**src/rtl/lbist_controller.sv**
```systemverilog
// ----------------------------------------------------------------------------
// lbist_controller
// Sequences one logic-BIST run: reseeds the TPG and clears the MISR, applies
// N_PATTERNS LFSR patterns, flushes the capture pipeline for LATENCY cycles,
// then compares the MISR signature against GOLDEN_SIG and holds the verdict.
//
// Ports
//   clk          in   clock, all state changes on the rising edge
//   rst          in   synchronous active-high reset
//   start        in   level request to begin a run (honoured in IDLE/DONE)
//   abort        in   (LBIST_ABORT_EN only) cancel an active run
//   misr_sig     in   current MISR signature
//   tpg_en       out  LFSR shift enable
//   tpg_rst_n    out  active-low LFSR seed reload
//   misr_en      out  MISR compaction enable
//   misr_rst_n   out  active-low MISR clear
//   test_mode    out  routes TPG patterns into the CUT
//   busy         out  run in progress
//   done         out  run complete, go/nogo valid
//   go / nogo    out  signature matched / mismatched
//
// Optional feature macro: LBIST_ABORT_EN (adds the abort input).
// All outputs come straight from flops; nothing combinational reaches a port.
// ----------------------------------------------------------------------------
module lbist_controller #(
    parameter int unsigned      N_PATTERNS = 1000,
    parameter int unsigned      CNT_W      = 20,
    parameter int unsigned      LATENCY    = 2,
    parameter int unsigned      SIG_W      = 24,
    parameter logic [SIG_W-1:0] GOLDEN_SIG = '0
) (
    input  logic             clk,
    input  logic             rst,
    input  logic             start,
`ifdef LBIST_ABORT_EN
    input  logic             abort,
`endif
    input  logic [SIG_W-1:0] misr_sig,
    output logic             tpg_en,
    output logic             tpg_rst_n,
    output logic             misr_en,
    output logic             misr_rst_n,
    output logic             test_mode,
    output logic             busy,
    output logic             done,
    output logic             go,
    output logic             nogo
);

    typedef enum logic [2:0] {
        S_IDLE,
        S_INIT,
        S_RUN,
        S_FLUSH,
        S_COMPARE,
        S_DONE
    } state_e;

    typedef struct packed {
        logic tpg_en;
        logic tpg_rst_n;
        logic misr_en;
        logic misr_rst_n;
        logic test_mode;
        logic busy;
        logic done;
    } ctl_t;

    // Terminal counts; FLUSH_LAST is unused when LATENCY is 0
    localparam logic [CNT_W-1:0] RUN_LAST   = CNT_W'(N_PATTERNS - 1);
    localparam logic [CNT_W-1:0] FLUSH_LAST = CNT_W'((LATENCY == 0) ? 0 : LATENCY - 1);

    state_e           state_q, state_d;
    logic [CNT_W-1:0] cnt_q, cnt_d;
    ctl_t             ctl_q;
    logic             go_q, nogo_q;
    logic             sig_match;

    assign sig_match = (misr_sig == GOLDEN_SIG);

    // Control-output pattern for the state being entered
    function automatic ctl_t decode(input state_e s);
        ctl_t c;
        c            = '0;
        c.tpg_rst_n  = 1'b1;
        c.misr_rst_n = 1'b1;
        case (s)
            S_INIT: begin
                c.tpg_rst_n  = 1'b0;
                c.misr_rst_n = 1'b0;
                c.test_mode  = 1'b1;
                c.busy       = 1'b1;
            end
            S_RUN: begin
                c.tpg_en    = 1'b1;
                c.misr_en   = 1'b1;
                c.test_mode = 1'b1;
                c.busy      = 1'b1;
            end
            S_FLUSH: begin
                c.misr_en   = 1'b1;
                c.test_mode = 1'b1;
                c.busy      = 1'b1;
            end
            S_COMPARE: begin
                c.test_mode = 1'b1;
                c.busy      = 1'b1;
            end
            S_DONE:  c.done = 1'b1;
            default: ;
        endcase
        return c;
    endfunction

    // Next state and pattern/flush counter
    always_comb begin
        state_d = state_q;
        cnt_d   = cnt_q;
        case (state_q)
            S_IDLE: begin
                cnt_d = '0;
                if (start) state_d = S_INIT;
            end
            S_INIT: begin
                cnt_d   = '0;
                state_d = S_RUN;
            end
            S_RUN: begin
                if (cnt_q == RUN_LAST) begin
                    cnt_d   = '0;
                    state_d = (LATENCY != 0) ? S_FLUSH : S_COMPARE;
                end else begin
                    cnt_d = cnt_q + CNT_W'(1);
                end
            end
            S_FLUSH: begin
                if (cnt_q == FLUSH_LAST) begin
                    cnt_d   = '0;
                    state_d = S_COMPARE;
                end else begin
                    cnt_d = cnt_q + CNT_W'(1);
                end
            end
            S_COMPARE: state_d = S_DONE;
            S_DONE: begin
                if (start) state_d = S_INIT;
            end
            default: begin
                cnt_d   = '0;
                state_d = S_IDLE;
            end
        endcase
`ifdef LBIST_ABORT_EN
        // Abort only cancels an active run; IDLE and DONE ignore it
        if (abort && (state_q inside {S_INIT, S_RUN, S_FLUSH, S_COMPARE})) begin
            cnt_d   = '0;
            state_d = S_IDLE;
        end
`endif
    end

    // State, counter and registered outputs; verdict captured on COMPARE->DONE
    always_ff @(posedge clk) begin
        if (rst) begin
            state_q <= S_IDLE;
            cnt_q   <= '0;
            ctl_q   <= decode(S_IDLE);
            go_q    <= 1'b0;
            nogo_q  <= 1'b0;
        end else begin
            state_q <= state_d;
            cnt_q   <= cnt_d;
            ctl_q   <= decode(state_d);
            if (state_d != S_DONE) begin
                go_q   <= 1'b0;
                nogo_q <= 1'b0;
            end else if (state_q == S_COMPARE) begin
                go_q   <= sig_match;
                nogo_q <= ~sig_match;
            end
        end
    end

    assign tpg_en     = ctl_q.tpg_en;
    assign tpg_rst_n  = ctl_q.tpg_rst_n;
    assign misr_en    = ctl_q.misr_en;
    assign misr_rst_n = ctl_q.misr_rst_n;
    assign test_mode  = ctl_q.test_mode;
    assign busy       = ctl_q.busy;
    assign done       = ctl_q.done;
    assign go         = go_q;
    assign nogo       = nogo_q;

endmodule
```
**config.mk**
```make
export PLATFORM = sky130hd
export DESIGN_NAME = lbist_controller
export DESIGN_NICKNAME = d
export VERILOG_FILES = /design/src/rtl/lbist_controller.sv
export SDC_FILE = /design/constraint.sdc
export NUM_CORES = 1
export LEC_CHECK = 0
export CAP_MARGIN = 25
export CORE_MARGIN = 8
export CORE_UTILIZATION = 49
export CTS_BUF_LIST = sky130_fd_sc_hd__clkbuf_16
export DETAILED_ROUTE_END_ITERATION = 10
export GPL_TIMING_DRIVEN = 1
export HOLD_SLACK_MARGIN = 0.1
export PLACE_DENSITY = 0.82
export SLEW_MARGIN = 20
export SYNTH_ARGS = -nofsm -noshare
export SYNTH_HDL_FRONTEND = slang
export SYNTH_SLANG_ARGS = --single-unit
```
**constraint.sdc**
```tcl
create_clock -name clk -period 2 [get_ports clk]
set_input_delay 0.3 -clock clk [delete_from_list [all_inputs] [get_ports clk]]
set_output_delay 0.3 -clock clk [all_outputs]
set_load 0.03 [all_outputs]
```
# Yosys cells after proc, flatten, opt, wreduce, memory -nomap -nowiden
# Cells that the tools add are included.
# word_totals
romBits,0
wordCells,44
mem_count,0
mem_bits_rw,0
latch_bits,0
regBits,31
# classes
div,0
bitwise_logic,1
n_shift,0
add_sub_neg,1
magnitude_cmp,0
muxes,12
n_eq_ne,13
n_mul,0
n_reduce_logical,7
# ops
op,count
20-bit case mux with 3 select lines,1
20-bit two-way mux,2
24-bit logical NOT,1
"20-bit by 1-bit adder with 20-bit output, second input constant",1
"20-bit by 1-bit equality test with 1-bit output, second input constant",1
"20-bit by 10-bit equality test with 1-bit output, second input constant",1
3-bit case mux with 5 select lines,1
"3-bit by 2-bit equality test with 1-bit output, second input constant",4
"3-bit equality test, second input constant",4
3-bit two-way mux,3
2-bit OR reduction,4
"3-bit by 1-bit equality test with 1-bit output, second input constant",2
1-bit two-way mux,4
4-bit OR reduction,1
3-bit logical NOT,1
"3-bit != test, second input constant",1
2-bit two-way mux,1
1-bit NOT,1

# Logic depth before layout (Yosys ltp)
# Gate-level depths: netlist of run 1.
# depth
depth_word,6
mapped_depth,8
mapped_depth_nobuf,7

# Worst setup path before layout of run 1
# OpenSTA, ideal clock, no wires.
# synth_timing
path_type,register -> register
startpoint,register cnt_q[2]
endpoint,register cnt_q[3]
required_time_ns,1.870
path_buffers,1
path_stages_with_launch,7
arrival_ns,1.692
setup_slack_ns,0.178
path_cell_list,dfxtp_1 or4_4 nor4_4 o21ai_2 a21oi_4 buf_6 nor3_1
# synth_between
elab_chain_len,3
word_cells_on_any_way,6
# synth_lines
element,line,source
"start, declared",74,"logic [CNT_W-1:0] cnt_q, cnt_d;"
"start signal, assigned",172,cnt_q <= cnt_d;
"20-bit by 1-bit adder with 20-bit output, or another cell as far along","133, 141",
20-bit two-way mux (on tied branches),"137, 129",
20-bit case mux with 3 select lines (*),119,case (state_q)
# Every way passes the cells marked *; elsewhere a longest branch is shown, timed or not.
# A chain may end at the register's enable or synchronous reset.

# Final worst setup path of run 1
# layout_timing
startpoint,register cnt_q[2]
endpoint,register cnt_q[16]
# The elaborated chain is that of the path after synthesis.

==> impl_metrics.sql, run 1 <==
INSERT INTO impl_metrics (metric_group, metric, value, unit) VALUES
('drt', 'maxUsedRoutingLayer', 'met4', ''),
('global_routing', 'antenna_found_initial', '0', ''),
('worst_setup_path', 'critPathKind', 'flip-flop to flip-flop', ''),
('clock_tree', 'cts.clk_slew.worst_paths', '50', 'ps'),
('worst_setup_path', 'worst-path-max-fanout', '18', ''),
('timing', 'rsz0062_at_grt', 'false', ''),
('final_layout', 'antenna-diode-count', '0', ''),
('worst_setup_path', 'timing.critical_path.required', '2140', 'ps'),
('timing', 'final_hold_viol_count', '0', ''),
('worst_setup_path', 'cp_data_arrival_time', '2020', 'ps'),
('synth', 'synthesis_warnings', '0', ''),
('drt', 'initialDrtViolationCount', '42', ''),
('synth', 'post_synth.cell_area_avg', '8.92', 'µm²'),
('clock_tree', 'cts_resized', '0', ''),
('final_layout', 'number_of_nets_at_the_end_of_the_flow', '243', ''),
('clock_tree', 'cts_max_path_buffers', '2', ''),
('pwr', 'p_leak', '0.705', 'nW'),
('synth', 'synth_area', '0.00156', 'mm²'),
('timing', 'fmax', '0.534', 'GHz'),
('synth', 'synthDistinctLibCells', '43', ''),
('clock_tree', 'cts_tree', 'done', ''),
('drt', 'post_detailed_route_wirelength_per_cell', '15.4', 'µm'),
('timing', 'report.final.setup_viol', '0', ''),
('synth', 'async_flop_share', '0', ''),
('final_layout', 'areaGrowthSynthToFinish', '33.1', '%'),
('synth', 'postSynthCellCount', '175', ''),
('outcome', 'status', 'finished clean', ''),
('clock_tree', 'clk-insertion-delay-late', '270', 'ps'),
('timing', 'final.period_utilization', '0.936', ''),
('worst_setup_path', 'worst_setup_path_start_kind', 'flip-flop', ''),
('global_routing', 'first_global_vias', '1479', ''),
('drt', 'detailroute.via_count', '1443', ''),
('synth', 'yosysMostFrequentCell', 'dfxtp_1', ''),
('clock_tree', 'root_buffer', 'clkbuf_16', ''),
('drt', 'detail_route.drc_violations', '0', ''),
('die', 'die-height', '72.5', 'µm'),
('clock_tree', 'tritoncts.num_buffers', '5', ''),
('die', 'die_w', '72.5', 'µm'),
('clock_tree', 'cts_hold_buf', '0', ''),
('die', 'coreArea', '0.00305', 'mm²'),
('timing', 'worst_pin_slew', '466', 'ps'),
('synth', 'synth_top_cells_by_count', '30 x dfxtp_1, 23 x nor3_1, 14 x nor2_1, 12 x nor4_1, 11 x xnor2_1', ''),
('placed_design', 'place_congestion', '0.863', ''),
('drt', 'drt_wl_total', '3.96', 'mm'),
('pwr', 'power_per_cell_area', '703', 'mW/mm²'),
('timing', 'slew_headroom', '0.688', ''),
('flow_run', 'cap_violations', '0', ''),
('synth', 'postSynthNetCount', '204', ''),
('die', 'ios', '36', ''),
('clock_tree', 'cts_max_level', '2', ''),
('drt', 'amount_of_wire_on_met2_after_detailed_routing', '1.79', 'mm'),
('clock_tree', 'cts.repair_timing.setup_buffer_count', '0', ''),
('drt', 'detailroute.wirelength.met3', '294', 'µm'),
('synth', 'yosysTopAreaCell', 'dfxtp_1', ''),
('synth', 'synth_top_flop_cell', 'dfxtp_1', ''),
('synth', 'synth_edf_count', '0', ''),
('placed_design', 'io_buffers', '35', ''),
('clock_tree', 'clock_sinks', '30', ''),
('global_routing', 'grt_first_pass_wirelength', '6.73', 'mm'),
('die', 'total_die_area', '0.00525', 'mm²'),
('worst_hold_path', 'class_of_the_most_critical_hold_timing_path', 'flip-flop to flip-flop', ''),
('drt', 'drtAntennaViolNets', '0', ''),
('synth', 'yosysSeqAreaShare', '0.385', ''),
('pwr', 'finalPower', '1.46', 'mW'),
('global_routing', 'grt_remaining_overflow', '0', ''),
('placed_design', 'hpwl', '2.94', 'mm'),
('worst_setup_path', 'timing.critical_path.to_type', 'flip-flop', ''),
('synth', 'synth.ff_latch_count', '30', ''),
('pwr', 'worst_ir_drop_vdd', '0.000635', 'V'),
('synth', 'main_area_contributors_after_synthesis', 'dfxtp_1 38%, nor3_1 7.4%, xnor2_1 6.2%, nor4_1 4.8%, xor2_1 3.9%', ''),
('timing', 'timing.final.max_slew_violations', '0', ''),
('die', 'floorplan.initialDensity', '0.511', ''),
('global_routing', 'grt_util_all_layers', '0.159', ''),
('timing', 'setup_tns', '0', 'ps'),
('timing', 'min_period', '1870', 'ps'),
('global_routing', 'pin_count_of_the_biggest_net_entering_global_routing', '26', ''),
('drt', 'detail_route.wirelength.met1', '1.83', 'mm'),
('synth', 'area_share_of_the_largest_cell_type_after_synthesis', '0.385', ''),
('drt', 'avgViaCountPerCell', '5.59', ''),
('final_layout', 'drive_gt1_frac', '0.117', ''),
('die', 'std_cell_rows', '20', ''),
('drt', 'drt-pass1-iter-count', '4', ''),
('timing', 'worst_clock_skew', '3.45', 'ps');
-- worst paths after layout --
path / from / to / slack [ps] / cells after the start
worst max register to register: cnt_q[2] / cnt_q[16] / 130 / 6
worst min-delay path: nogo / nogo / 530 / 2
worst min register to register: nogo / nogo / 530 / 2
worst max-delay path: cnt_q[2] / cnt_q[16] / 130 / 6
-- sequential cells by signal, summed over array words and instances, names as in the netlist --
name,flops
cnt_q,20
state_q,3
done,1
go,1
misr_en,1
misr_rst_n,1
nogo,1
test_mode,1
tpg_en,1
-- cell families (layout without fill, tap and decap cells) --
family	count (synthesis)	after routing	synth area share
DFF	30	30	0.385
xor gates and xnor gates	18	18	0.101
buffers and inverters	14	53	0.0649
adders and majority gates	2	2	0.0160
AOI/OAI and AO/OA	16	16	0.0873
and+or+nand+nor	95	95	0.346
-- worst max-delay path: stages, from the launching register on --
cell	delay [ps]
dfxtp_1	350
or4_4	560
nor4_4	250
o21ai_2	160
a21oi_4	190
buf_12	160
nor3_1	60
-- stage by stage --
| stage | area (µm²) | worst slack, ps | std cells | util | hold WS (ps) |
|---|---|---|---|---|---|
| 6_report | 2080 | 127 | 258 | 0.681 | 533 |
| 5_1_grt | 2080 | 12.8 | 258 | 0.681 | 574 |
| 4_1_cts | 2080 | 128 | 258 | 0.681 | 545 |
| 3_5_place_dp | 1950 | 134 | 251 | 0.637 | 512 |
| 3_3_place_gp | 1950 | 191 | 251 | 0.637 | 495 |
| 2_1_floorplan | 1560 | 178 | 175 | - | 446 |
-- report_power, final --
group | leakage (nW) | internal (mW) | switching, mW
logic | 0.390 | 0.0913 | 0.0780
clock network | 0.0723 | 0.442 | 0.232
registers | 0.243 | 0.611 | 0.00798
-- per-layer routing --
layer  GRT usage  up-vias
met1       0.181      675
met4      0.0622        0
li1            -      712
met5           0        -
met3      0.0537        6
met2       0.268       50
-- final cells by class --
| type | instances | area, µm² |
|---|---|---|
| well taps | 44 | 55.1 |
| clock buffers | 5 | 125 |
| repair buffers | 42 | 415 |
| clock inverters | 2 | 7.51 |
| fillers | 245 | 975 |
| flip-flops and latches | 30 | 601 |
| multi-input cells | 131 | 860 |
| inverters | 4 | 15.0 |
-- cells in the final DEF, fill, tap and decap left out, types with 3 or more instances in the layout --
cell type and n:
and3_1 3, clkbuf_16 5, xnor2_1 11, xor2_1 7, nand3_1 7, clkdlybuf4s50_1 35
nand2b_1 3, nor3_1 23, nor4_1 12, nor2_1 14, inv_1 6, dfxtp_1 30
buf_4 6, nand4_1 7, nand2_1 10
Power figures use the tool's default switching activity.
==> run 2, diff against run 1 <==
CORE_UTILIZATION = 55   (was 49)
DONT_BUFFER_PORTS = 1   (was default)
PLACE_DENSITY = 0.74   (was 0.82)
==> run 2 against run 1 <==
Non-clock buffer count decreased by 35; clock power up 21%; sequential cell count stayed put; worst setup slack improved by 33 ps; clock skew decreased by 1.3 ps; total power grew 4.4%; routed wire length shrank 14%; count of clock-buffer cells in the layout is the same; register-to-register slack better by 30 ps; die area fell by 8.5%.
==> impl_metrics.sql, run 2 (synthesis gave the netlist of run 1 again) <==
INSERT INTO impl_metrics (metric_group, metric, value, unit) VALUES
('worst_setup_path', 'crit-reg2reg-launch', 'cnt_q[5]', ''),
('pwr', 'finalPower', '1.53', 'mW'),
('placed_design', 'hpwl', '2.54', 'mm'),
('timing', 'finalHoldWorstSlack', '108', 'ps'),
('final_layout', 'antenna-diode-count', '0', ''),
('final_layout', 'mostFrequentLayoutCells', '30 x dfxtp_1, 23 x nor3_1, 14 x nor2_1', ''),
('global_routing', 'grt_first_pass_wirelength', '6.03', 'mm'),
('final_layout', 'layout_commonest_cell', 'dfxtp_1', ''),
('worst_setup_path', 'timing.critical_path.required', '2120', 'ps'),
('placed_design', 'io_buffers', '0', ''),
('die', 'std_cell_rows', '19', ''),
('worst_setup_path', 'ordered_list_of_cells_on_the_worst_path', 'or4_4, nor4_4, o21ai_2, a21oi_4, buf_12, nor3_1', ''),
('global_routing', 'antenna_found_initial', '0', ''),
('clock_tree', 'clock_sinks', '30', ''),
('worst_setup_path', 'worst-path-max-fanout', '18', ''),
('clock_tree', 'clk-insertion-delay-late', '270', 'ps'),
('worst_hold_path', 'min_path_cells', '1', ''),
('drt', 'initialDrtViolationCount', '78', ''),
('worst_setup_path', 'crit_cells', '6', ''),
('clock_tree', 'root_buffer', 'clkbuf_16', ''),
('die', 'total_die_area', '0.00480', 'mm²'),
('drt', 'detail_route.drc_violations', '0', ''),
('drt', 'post_detailed_route_wirelength_per_cell', '16.2', 'µm'),
('worst_hold_path', 'class_of_the_most_critical_hold_timing_path', 'input port to flip-flop', ''),
('worst_setup_path', 'logic_depth_of_the_worst_register_to_register_path', '6', ''),
('worst_setup_path', 'timing.critical_path.to_type', 'flip-flop', ''),
('worst_setup_path', 'rrSetupSlack', '160', 'ps'),
('final_layout', 'number_of_nets_at_the_end_of_the_flow', '208', ''),
('worst_setup_path', 'worst_reg2reg_endpoint', 'cnt_q[7]', ''),
('final_layout', 'num-fill-cells', '238', ''),
('clock_tree', 'cts_tree', 'done', ''),
('global_routing', 'pin_count_of_the_biggest_net_entering_global_routing', '21', ''),
('pwr', 'worst_ir_drop_vdd', '0.000923', 'V'),
('die', 'floorplan.initialDensity', '0.571', ''),
('worst_setup_path', 'worstSetupStartpoint', 'cnt_q[5]', ''),
('timing', 'slew_headroom', '0.452', ''),
('drt', 'drt_wl_total', '3.40', 'mm'),
('timing', 'setup_tns', '0', 'ps'),
('timing', 'final_hold_viol_count', '0', ''),
('worst_setup_path', 'cp_data_arrival_time', '1960', 'ps'),
('pwr', 'power_per_cell_area', '877', 'mW/mm²'),
('clock_tree', 'tritoncts.num_buffers', '5', ''),
('final_layout', 'areaGrowthSynthToFinish', '11.5', '%'),
('timing', 'worst_pin_slew', '820', 'ps'),
('die', 'coreArea', '0.00273', 'mm²'),
('worst_setup_path', 'cpPeakStageDelay', '530', 'ps'),
('global_routing', 'first_global_vias', '1289', ''),
('worst_setup_path', 'crit_path_top_delay_cell', 'or4_4', ''),
('die', 'die_w', '69.3', 'µm'),
('die', 'die-height', '69.3', 'µm'),
('clock_tree', 'cts_max_level', '2', ''),
('clock_tree', 'cts_max_path_buffers', '2', ''),
('pwr', 'p_leak', '0.575', 'nW'),
('timing', 'worst_clock_skew', '2.16', 'ps'),
('die', 'ios', '36', ''),
('timing', 'rsz0062_at_grt', 'false', ''),
('final_layout', 'post-route-cell-area', '0.00174', 'mm²'),
('timing', 'fmax', '0.544', 'GHz'),
('worst_setup_path', 'setup.worst_path.end', 'cnt_q[7]', ''),
('timing', 'timing.final.max_slew_violations', '0', ''),
('global_routing', 'grt_util_all_layers', '0.149', ''),
('placed_design', 'cell_area_reported_after_detailed_placement', '0.00157', 'mm²'),
('timing', 'report.final.setup_viol', '0', ''),
('final_layout', 'biggestRegsByFlops', 'cnt_q: 20 flops, state_q: 3 flops', ''),
('drt', 'drtAntennaViolNets', '0', ''),
('worst_setup_path', 'worst_setup_path_start_kind', 'flip-flop', ''),
('worst_setup_path', 'path_delay_family', 'simple AND/OR/NAND/NOR gates', ''),
('drt', 'avgViaCountPerCell', '6.23', ''),
('final_layout', 'largest_register_ff_count', '20', ''),
('drt', 'drt-pass1-iter-count', '4', ''),
('drt', 'detailroute.via_count', '1309', ''),
('final_layout', 'largest-register', 'cnt_q', ''),
('worst_setup_path', 'critPathKind', 'flip-flop to flip-flop', ''),
('clock_tree', 'cts.clk_slew.worst_paths', '50', 'ps'),
('placed_design', 'place_congestion', '0.826', ''),
('flow_run', 'cap_violations', '0', ''),
('outcome', 'status', 'finished clean', ''),
('worst_setup_path', 'critical_path_buf_inv_count', '1', ''),
('final_layout', 'fin_util', '0.637', ''),
('global_routing', 'grt_remaining_overflow', '0', ''),
('timing', 'final.period_utilization', '0.920', ''),
('final_layout', 'drive_gt1_frac', '0.140', ''),
('timing', 'min_period', '1840', 'ps');
==> run 2: stage by stage <==
step	setup WS [ps]	std cells
CTS	160	210
global placement	228	202
finish	161	210
detailed placement	199	202
floorplan	178	175
global route	2.04	210
==> run 2: cell type report <==
class / count / area (µm²) / share of cell area
Tap cell: 31 / 38.8 / 0.0223
Clock buffer: 5 / 125 / 0.0719
Clock inverter: 2 / 33.8 / 0.0194
Timing Repair Buffer: 7 / 67.6 / 0.0388
Multi-Input combinational cell: 131 / 860 / 0.494
Inverter: 4 / 15.0 / 0.00863
Sequential cell: 30 / 601 / 0.345
==> run 2: worst min path at each step <==
stage,start,endpoint,slack [ps]
floorplan,start,done,450
global route,rst,cnt_q[12],100
detailed placement,rst,cnt_q[5],380
CTS,rst,cnt_q[12],100
finish,rst,cnt_q[12],110
global placement,rst,cnt_q[5],370
==> run 2: layer usage <==
metal / routed length, µm / global-route usage / vias to the layer above
met5: 0 / 0 / -
met4: 55 / 0.0569 / 0
met3: 333 / 0.0801 / 7
li1: - / - / 642
met1: 1490 / 0.171 / 604
met2: 1520 / 0.228 / 56
==> run 2: timing repair <==
item / in CTS / in global routing
hold buffers: 1 / 0
hold endpoints to repair: 20 / 0
endpoints found under the setup margin: 0 / 0
resized for setup: 0 / 0
buffers inserted: 0 / 0
==> run 2: power by group <==
part | switching (mW) | leakage [nW] | internal, mW | total (mW)
Combinational | 0.0390 | 0.254 | 0.0295 | 0.0685
Clock | 0.240 | 0.0773 | 0.573 | 0.813
Sequential | 0.0329 | 0.243 | 0.611 | 0.644
==> run 2: worst register-to-register path, delay by kind of cell, from the launching register on <==
family	cells	cell delay [ps]
AOI/OAI and AO/OA	2	340
buffers and inverters	1	160
DFF	1	340
and+or+nand+nor	3	850
==> run 3, diff against run 2 <==
CTS_CLUSTER_DIAMETER = 50   (was default)
==> results of run 3 <==
Same layout as run 2: the final DEF is identical, and so are final timing and power.
